## src/rtl/cesa_pipe_adder_pkg.sv

```systemverilog
// Shared definitions for the pipelined carry-estimating segmented adder:
// default geometry, the mode encoding, the inter-segment carry estimate,
// the stage-count derivation and the parameter legality check.
package cesa_pipe_adder_pkg;

  localparam int DEF_WIDTH = 32;
  localparam int DEF_BLOCK = 16;
  // The estimate looks at the top four bit pairs of the lower segment.
  localparam int EST_BITS  = 4;

  typedef enum logic {
    MODE_EXACT  = 1'b0,
    MODE_APPROX = 1'b1
  } mode_e;

  // One pipeline stage per segment.
  function automatic int nblk_of(input int width, input int block);
    return width / block;
  endfunction

  // Geometry must split into whole segments wide enough for the estimate.
  function automatic bit params_ok(input int width, input int block);
    return (block >= EST_BITS) && (width > 0) && ((width % block) == 0);
  endfunction

  // Carry estimate out of a segment from its top four bit pairs.
  // Bit 3 is the segment MSB (t), bit 0 is t-3.
  // When bits t and t-1 both propagate, the carry is guessed from bits
  // t-2/t-3; otherwise it is resolved from bits t/t-1 alone.
  function automatic logic est_carry(input logic [EST_BITS-1:0] a_top,
                                     input logic [EST_BITS-1:0] b_top);
    logic x, y, z, w, p, q, r, s;
    logic sel, pre, post;
    x    = a_top[3];
    y    = b_top[3];
    z    = a_top[2];
    w    = b_top[2];
    p    = a_top[1];
    q    = b_top[1];
    r    = a_top[0];
    s    = b_top[0];
    sel  = (x ^ y) & (z ^ w);
    pre  = (p & q) | (q & r & s) | (p & r & s);
    post = (x & y) | (y & z & w) | (x & z & w);
    return sel ? pre : post;
  endfunction

endpackage

```

## src/rtl/cesa_pipe_adder_if.sv

```systemverilog
// Operand/result handshake bundle of the segmented adder. The adder sits on
// the slave side; the producer/consumer pair drives the master side.
interface cesa_pipe_adder_if #(
  parameter int WIDTH = cesa_pipe_adder_pkg::DEF_WIDTH
);

  logic             in_valid_i;
  logic             in_ready_o;
  logic [WIDTH-1:0] a_i;
  logic [WIDTH-1:0] b_i;
  logic             cin_i;
  logic             approx_i;
  logic             out_valid_o;
  logic             out_ready_i;
  logic [WIDTH-1:0] sum_o;
  logic             cout_o;
  logic             err_o;

  modport slave (
    input  in_valid_i, a_i, b_i, cin_i, approx_i, out_ready_i,
    output in_ready_o, out_valid_o, sum_o, cout_o, err_o
  );

  modport master (
    output in_valid_i, a_i, b_i, cin_i, approx_i, out_ready_i,
    input  in_ready_o, out_valid_o, sum_o, cout_o, err_o
  );

endinterface

```

## src/rtl/cesa_pipe_adder_stage.sv

```systemverilog
// One pipeline stage: resolves segment IDX of the sum, tracks the true
// ripple carry alongside the carry actually used, accumulates the
// estimation-error flag and registers everything under the global stall.
module cesa_stage
  import cesa_pipe_adder_pkg::*;
#(
  parameter int WIDTH = DEF_WIDTH,
  parameter int BLOCK = DEF_BLOCK,
  parameter int IDX   = 0
) (
  input  logic             clk,
  input  logic             rst_n,
  input  logic             advance,
  input  logic             valid_in,
  input  logic [WIDTH-1:0] a_in,
  input  logic [WIDTH-1:0] b_in,
  input  logic [WIDTH-1:0] sum_in,
  input  logic             approx_in,
  input  logic             err_in,
  input  logic             carry_in,      // true carry into this segment
  output logic             valid_reg,
  output logic [WIDTH-1:0] a_reg,
  output logic [WIDTH-1:0] b_reg,
  output logic [WIDTH-1:0] sum_reg,
  output logic             approx_reg,
  output logic             err_reg,
  output logic             carry_true_reg,
  output logic             carry_used_reg
);

  logic [BLOCK-1:0] a_seg;
  logic [BLOCK-1:0] b_seg;
  logic             cin_used;
  logic [BLOCK:0]   seg_true;
  logic [BLOCK:0]   seg_used;
  logic [WIDTH-1:0] sum_next;
  logic             err_next;

  assign a_seg = a_in[IDX*BLOCK +: BLOCK];
  assign b_seg = b_in[IDX*BLOCK +: BLOCK];

  // Segment 0 always takes the external carry; higher segments pick the
  // estimate of the segment below or the true carry, per transaction.
  generate
    if (IDX == 0) begin : g_first
      assign cin_used = carry_in;
    end else begin : g_est
      logic est_bit;
      assign est_bit  = est_carry(a_in[IDX*BLOCK-1 -: EST_BITS],
                                  b_in[IDX*BLOCK-1 -: EST_BITS]);
      assign cin_used = (mode_e'(approx_in) == MODE_APPROX) ? est_bit : carry_in;
    end
  endgenerate

  // Both adds run every cycle: the true one feeds the exact chain and the
  // error check, the used one produces the sum bits and the approx carry-out.
  assign seg_true = {1'b0, a_seg} + {1'b0, b_seg} + {{BLOCK{1'b0}}, carry_in};
  assign seg_used = {1'b0, a_seg} + {1'b0, b_seg} + {{BLOCK{1'b0}}, cin_used};
  assign err_next = err_in | (approx_in & (cin_used ^ carry_in));

  // Splice this segment's result into the partial sum travelling with the data.
  always_comb begin
    sum_next                      = sum_in;
    sum_next[IDX*BLOCK +: BLOCK]  = seg_used[BLOCK-1:0];
  end

  // Stage register: cleared by reset, frozen while the pipeline is stalled.
  always_ff @(posedge clk) begin
    if (!rst_n) begin
      valid_reg      <= 1'b0;
      a_reg          <= '0;
      b_reg          <= '0;
      sum_reg        <= '0;
      approx_reg     <= 1'b0;
      err_reg        <= 1'b0;
      carry_true_reg <= 1'b0;
      carry_used_reg <= 1'b0;
    end else if (advance) begin
      valid_reg      <= valid_in;
      a_reg          <= a_in;
      b_reg          <= b_in;
      sum_reg        <= sum_next;
      approx_reg     <= approx_in;
      err_reg        <= err_next;
      carry_true_reg <= seg_true[BLOCK];
      carry_used_reg <= seg_used[BLOCK];
    end
  end

endmodule

```

## src/rtl/cesa_pipe_adder.sv

```systemverilog
// Pipelined carry-estimating segmented adder: NBLK segment stages chained
// under one global stall, with valid/ready handshakes on input and output.
module cesa_pipe_adder
  import cesa_pipe_adder_pkg::*;
#(
  parameter int WIDTH = DEF_WIDTH,
  parameter int BLOCK = DEF_BLOCK
) (
  input  logic                  clk_i,
  input  logic                  rst_ni,
  cesa_pipe_adder_if.slave      bus
);

  localparam int NBLK = nblk_of(WIDTH, BLOCK);

  generate
    if (!params_ok(WIDTH, BLOCK)) begin : g_bad_params
      $error("cesa_pipe_adder: WIDTH must be a multiple of BLOCK and BLOCK >= 4");
    end
  endgenerate

  logic [NBLK-1:0]  valid_q;
  logic [NBLK-1:0]  approx_q;
  logic [NBLK-1:0]  err_q;
  logic [NBLK-1:0]  ctrue_q;
  logic [NBLK-1:0]  cused_q;
  logic [WIDTH-1:0] a_q   [NBLK];
  logic [WIDTH-1:0] b_q   [NBLK];
  logic [WIDTH-1:0] sum_q [NBLK];
  logic             advance;

  // Whole pipeline moves unless a finished result is waiting on the consumer.
  assign advance        = !valid_q[NBLK-1] || bus.out_ready_i;
  assign bus.in_ready_o = advance;

  assign bus.out_valid_o = valid_q[NBLK-1];
  assign bus.sum_o       = sum_q[NBLK-1];
  assign bus.cout_o      = cused_q[NBLK-1];
  assign bus.err_o       = err_q[NBLK-1];

  // The last stage's operands and mode and the per-stage used carries below
  // the top segment have no consumer.
  logic unused_tail;
  assign unused_tail = ^{a_q[NBLK-1], b_q[NBLK-1], approx_q, ctrue_q[NBLK-1], cused_q};

  genvar gi;
  generate
    for (gi = 0; gi < NBLK; gi++) begin : g_stage
      logic             v_in;
      logic             appr_in;
      logic             err_in;
      logic             c_in;
      logic [WIDTH-1:0] a_in;
      logic [WIDTH-1:0] b_in;
      logic [WIDTH-1:0] s_in;

      if (gi == 0) begin : g_src
        assign v_in    = bus.in_valid_i;
        assign a_in    = bus.a_i;
        assign b_in    = bus.b_i;
        assign s_in    = '0;
        assign appr_in = bus.approx_i;
        assign err_in  = 1'b0;
        assign c_in    = bus.cin_i;
      end else begin : g_chain
        assign v_in    = valid_q[gi-1];
        assign a_in    = a_q[gi-1];
        assign b_in    = b_q[gi-1];
        assign s_in    = sum_q[gi-1];
        assign appr_in = approx_q[gi-1];
        assign err_in  = err_q[gi-1];
        assign c_in    = ctrue_q[gi-1];
      end

      cesa_stage #(
        .WIDTH (WIDTH),
        .BLOCK (BLOCK),
        .IDX   (gi)
      ) u_stage (
        .clk            (clk_i),
        .rst_n          (rst_ni),
        .advance        (advance),
        .valid_in       (v_in),
        .a_in           (a_in),
        .b_in           (b_in),
        .sum_in         (s_in),
        .approx_in      (appr_in),
        .err_in         (err_in),
        .carry_in       (c_in),
        .valid_reg      (valid_q[gi]),
        .a_reg          (a_q[gi]),
        .b_reg          (b_q[gi]),
        .sum_reg        (sum_q[gi]),
        .approx_reg     (approx_q[gi]),
        .err_reg        (err_q[gi]),
        .carry_true_reg (ctrue_q[gi]),
        .carry_used_reg (cused_q[gi])
      );
    end
  endgenerate

endmodule

```

## src/flat_wrapper.sv

```systemverilog
// flat-port wrapper written by rule: the top's interface ports become plain ports
module cesa_pipe_adder_flat import cesa_pipe_adder_pkg::*;
#(
  parameter int WIDTH = DEF_WIDTH,
  parameter int BLOCK = DEF_BLOCK
)
  (clk_i, rst_ni, bus_in_valid_i, bus_a_i, bus_b_i, bus_cin_i, bus_approx_i, bus_out_ready_i, bus_in_ready_o, bus_out_valid_o, bus_sum_o, bus_cout_o, bus_err_o);
  cesa_pipe_adder_if #(.WIDTH(WIDTH)) bus_i ();
  input  logic clk_i;
  input  logic rst_ni;
  input wire logic [$bits(bus_i.in_valid_i)-1:0] bus_in_valid_i;
  input wire logic [$bits(bus_i.a_i)-1:0] bus_a_i;
  input wire logic [$bits(bus_i.b_i)-1:0] bus_b_i;
  input wire logic [$bits(bus_i.cin_i)-1:0] bus_cin_i;
  input wire logic [$bits(bus_i.approx_i)-1:0] bus_approx_i;
  input wire logic [$bits(bus_i.out_ready_i)-1:0] bus_out_ready_i;
  output wire logic [$bits(bus_i.in_ready_o)-1:0] bus_in_ready_o;
  output wire logic [$bits(bus_i.out_valid_o)-1:0] bus_out_valid_o;
  output wire logic [$bits(bus_i.sum_o)-1:0] bus_sum_o;
  output wire logic [$bits(bus_i.cout_o)-1:0] bus_cout_o;
  output wire logic [$bits(bus_i.err_o)-1:0] bus_err_o;
  assign bus_i.in_valid_i = bus_in_valid_i;
  assign bus_i.a_i = bus_a_i;
  assign bus_i.b_i = bus_b_i;
  assign bus_i.cin_i = bus_cin_i;
  assign bus_i.approx_i = bus_approx_i;
  assign bus_i.out_ready_i = bus_out_ready_i;
  assign bus_in_ready_o = bus_i.in_ready_o;
  assign bus_out_valid_o = bus_i.out_valid_o;
  assign bus_sum_o = bus_i.sum_o;
  assign bus_cout_o = bus_i.cout_o;
  assign bus_err_o = bus_i.err_o;
  cesa_pipe_adder #(.WIDTH(WIDTH), .BLOCK(BLOCK)) u_core (.clk_i(clk_i), .rst_ni(rst_ni), .bus(bus_i));
endmodule
```

## config.mk

```make
export PLATFORM = sky130hd
export DESIGN_NAME = cesa_pipe_adder_flat
export DESIGN_NICKNAME = d
export VERILOG_FILES = /design/src/rtl/cesa_pipe_adder_pkg.sv /design/src/rtl/cesa_pipe_adder_if.sv /design/src/rtl/cesa_pipe_adder_stage.sv /design/src/rtl/cesa_pipe_adder.sv /design/src/flat_wrapper.sv
export SDC_FILE = /design/constraint.sdc
export NUM_CORES = 1
export LEC_CHECK = 0
export BUFFER_PORTS_ARGS = -buffer_cell sky130_fd_sc_hd__buf_4
export CAP_MARGIN = 20
export CORE_AREA = 2 2 97 99
export CTS_CLUSTER_SIZE = 25
export DETAILED_ROUTE_END_ITERATION = 6
export DIE_AREA = 0 0 99 101
export GPL_TIMING_DRIVEN = 0
export PLACE_DENSITY = 0.92
export REMOVE_ABC_BUFFERS = 1
export SLEW_MARGIN = 20
export SYNTH_ARGS = -nofsm -noshare
export SYNTH_HDL_FRONTEND = slang
export SYNTH_SLANG_ARGS = --single-unit
```

## constraint.sdc

```tcl
create_clock -name clk_i -period 3.5 [get_ports clk_i]
set_input_delay 0 -clock clk_i [delete_from_list [all_inputs] [get_ports clk_i]]
set_output_delay 0 -clock clk_i [all_outputs]
set_load 0.01 [all_outputs]
```

==> impl_metrics.env <==
export IMPL_setup_violations_final=0
export IMPL_clkSinkCount=94
export IMPL_worstPathMaxFanout=3
export IMPL_layout_common_cells="nand2_1 (151), buf_4 (105), dfxtp_1 (94)"
export IMPL_status="finished clean"
export IMPL_netlist_area_mm2=0.004836
export IMPL_r2r_end="u_core.g_stage[1].u_stage.carry_used_reg"
export IMPL_async_flop_share_pct=0
export IMPL_ios=106
export IMPL_vias=4544
export IMPL_final_common_cell="nand2_1"
export IMPL_drt_pass1_iter_count=4
export IMPL_reg2regPathDepth=13
export IMPL_holdPathStages=4
export IMPL_cts_tree="done"
export IMPL_clk_latency_ns=0.36
export IMPL_critPathLaunchType="flip-flop"
export IMPL_power_frac_comb_pct=22.7
export IMPL_worstPathRequired_ns=3.77
export IMPL_register_area_mm2=0.001882
export IMPL_finalHoldViolCount=0
export IMPL_total_power_mw=2.575
export IMPL_drive_gt1_share_pct=18.47
export IMPL_die_w_um=99
export IMPL_skew_ns=0.01513
export IMPL_cts_setup_buffers=0
export IMPL_drtIter0Drc=170
export IMPL_synth_top_area_share_pct=38.91
export IMPL_maxSlewHeadroom_pct=43.92
export IMPL_crit_type="reg -> reg"
export IMPL_drc=0
export IMPL_globalplace_congestion=0.8798
export IMPL_cts_buffers=9
export IMPL_min_to="u_core.g_stage[1].u_stage.sum_reg[14]"
export IMPL_via_per_inst=5.397
export IMPL_ys_seq_area_share_pct=38.91
export IMPL_rr_startpoint="u_core.g_stage[0].u_stage.b_reg[15]"
export IMPL_cap_violations=0
export IMPL_synth_warnings=0
export IMPL_grtUsageTotal_pct=23.02
export IMPL_core_mm2=0.008977
export IMPL_pre_cts_slack_ns=0.02361
export IMPL_die_area_mm2=0.009999
export IMPL_p_sw_uw=732.5
export IMPL_synth_distinct_cells=49
export IMPL_p_clk_share_pct=29.8
export IMPL_synthToLayoutAreaGrowth_pct=31.82
export IMPL_crit_arrival_ns=3.59
export IMPL_p_leak_nw=2.835
export IMPL_cts_root_buf="clkbuf_8"
export IMPL_fillers=636
export IMPL_grt_max_degree=89
export IMPL_fmax_ghz=0.3009
export IMPL_final_util_pct=71.01
export IMPL_synthFlopType="dfxtp_1"
export IMPL_htreeDepth=3
export IMPL_fin_crit_ns=3.324
export IMPL_antenna_found_initial=0
export IMPL_peakVddDrop_uv=290.4
export IMPL_dpl_hpwl_mm=7.696
export IMPL_start_util_pct=53.87
export IMPL_io_buffers=105
export IMPL_worstHoldStart="bus_out_ready_i"
export IMPL_synth_seq_cells=94
export IMPL_largest_reg_flops=48
export IMPL_num_rows=35
export IMPL_clk_pin_slew_ns=0.10
export IMPL_synth_top_cell_by_area="dfxtp_1"
export IMPL_pwr_share_seq_pct=47.4
export IMPL_die_h_um=101
export IMPL_synth_area_leaders="dfxtp_1 (39%), nand2_1 (12%), ha_1 (8.0%), a21boi_0 (6.8%), a21oi_1 (4.7%)"
export IMPL_drt_wl_total_mm=11.73
export IMPL_synthCells=596
export IMPL_pwr_density_cell_mw_per_mm2=403.9
export IMPL_maxSlewViolCount=0
export IMPL_grt_pass1_vias=4458
export IMPL_synth_edff_count=0
export IMPL_multi_input_area_mm2=0.002795
export IMPL_min_period_over_period_pct=94.96
export IMPL_final_antenna_net_count=0
export IMPL_nNetsFinal=831
export IMPL_p_int_mw=1.842
export IMPL_fin_ws_ns=0.1764
export IMPL_syn_area_per_cell_um2=8.114
export IMPL_diodes=0
export IMPL_wire_per_inst_um=13.94
export IMPL_grt_pass1_wl_mm=19.11
export IMPL_endpoint_kind="flip-flop"
export IMPL_sw_frac_of_total_pct=28.45
export IMPL_clock_path_buffers=2
export IMPL_grt_setup_unrepaired="no"
export IMPL_hp_class="in -> reg"
export IMPL_tightest_slew_ns=0.8394
export IMPL_r2r_slack_ns=0.18
export IMPL_grt_overflow=0
-- cells by family (layout without fill, tap and decap cells) --
family                     Yosys count  in the layout  share of synthesized area, %
adders and majority gates           35             35                         9.677
xor gates and xnor gates            20             20                         3.622
DFF                                 94             94                         38.91
and+or+nand+nor                    234            234                         21.48
muxes                                2              2                        0.4140
buffers and inverters               47            182                         3.674
AOI/OAI and AO/OA                  164            164                         22.23
-- synthesized netlist by cell type, types with 10 or more instances --
library cell / instances
nor3_1: 10
inv_1: 15
o21a_1: 10
nor2_1: 20
a21oi_1: 45
o21ai_0: 17
xor2_1: 11
o21ai_1: 10
a21boi_0: 44
nand3_1: 18
nand2_1: 151
dfxtp_1: 94
ha_1: 31
clkbuf_1: 21
-- repair_timing --
action | 4_1_cts | 5_1_grt
setup endpoints to repair | 1 | 4
endpoints found under the hold margin | 42 | 0
hold buffers | 42 | 0
gates resized for setup | 1 | 3
-- worst max-delay path, cell delays in order, from the launching register on --
cell and delay (ns):
dfxtp_1 0.34, ha_1 0.29, nand2_1 0.08, o2111ai_2 0.23, o21ai_1 0.13, fa_2 0.45, fa_1 0.47, nor2b_2 0.17
o31a_1 0.20, o31a_1 0.20, o21ai_2 0.12, o22ai_1 0.20, nor4_1 0.08, nor4b_1 0.28
-- routing by layer --
layer	vias to the layer above	wire length, um	part of all wire (%)	track usage, %
met1	2094	5071	43	27.02
met2	130	5880	50	41.53
met5	-	0	0	0
li1	2300	-	-	-
met4	0	197	1.7	8.430
met3	20	584	5.0	4.646
-- layout make-up --
type                            instances  area share [%]
Clock inverter                          5           1.040
Tap cell                              111           2.179
Timing Repair Buffer                  150           20.02
Inverter                               16           1.021
Clock buffer                           11           2.375
Multi-Input combinational cell        455           43.85
Sequential cell                        94           29.52
-- power by group through the flow --
| stage | sequential, mW | clock (mW) | combinational, mW |
|---|---|---|---|
| finish | 1.22 | 0.768 | 0.586 |
| global route | 1.23 | 0.825 | 0.645 |
| CTS | 1.22 | 0.787 | 0.576 |
| detailed placement | 1.24 | 0 | 0.535 |
| global placement | 1.24 | 0 | 0.512 |
| floorplan | 1.25 | 0 | 0.317 |
-- worst max-delay path by stage --
stage	from	to	slack, ns
6_report	u_core.g_stage[0].u_stage.b_reg[15]	u_core.g_stage[1].u_stage.carry_used_reg	0.18
5_1_grt	u_core.g_stage[0].u_stage.a_reg[15]	u_core.g_stage[1].u_stage.carry_used_reg	0.02
4_1_cts	u_core.g_stage[0].u_stage.a_reg[15]	u_core.g_stage[1].u_stage.carry_used_reg	0.06
3_5_place_dp	u_core.g_stage[0].u_stage.b_reg[15]	u_core.g_stage[1].u_stage.carry_used_reg	0.02
3_3_place_gp	u_core.g_stage[1].u_stage.valid_reg	u_core.g_stage[0].u_stage.sum_reg[15]	-7.54
2_1_floorplan	u_core.g_stage[1].u_stage.valid_reg	u_core.g_stage[0].u_stage.sum_reg[15]	-4.14
-- per-stage QoR --
stage	setup TNS (ns)	area [um2]	instances	hold slack (ns)
after CTS	0	6339	841	0.06674
after global placement	-589.91	5645	781	0.2695
final	0	6375	842	0.08031
after detailed placement	0	5698	783	0.2716
after floorplan	-313.01	4718	565	0.1177
after global routing	0	6375	842	0.09572
(Power assumes the default switching activity.)
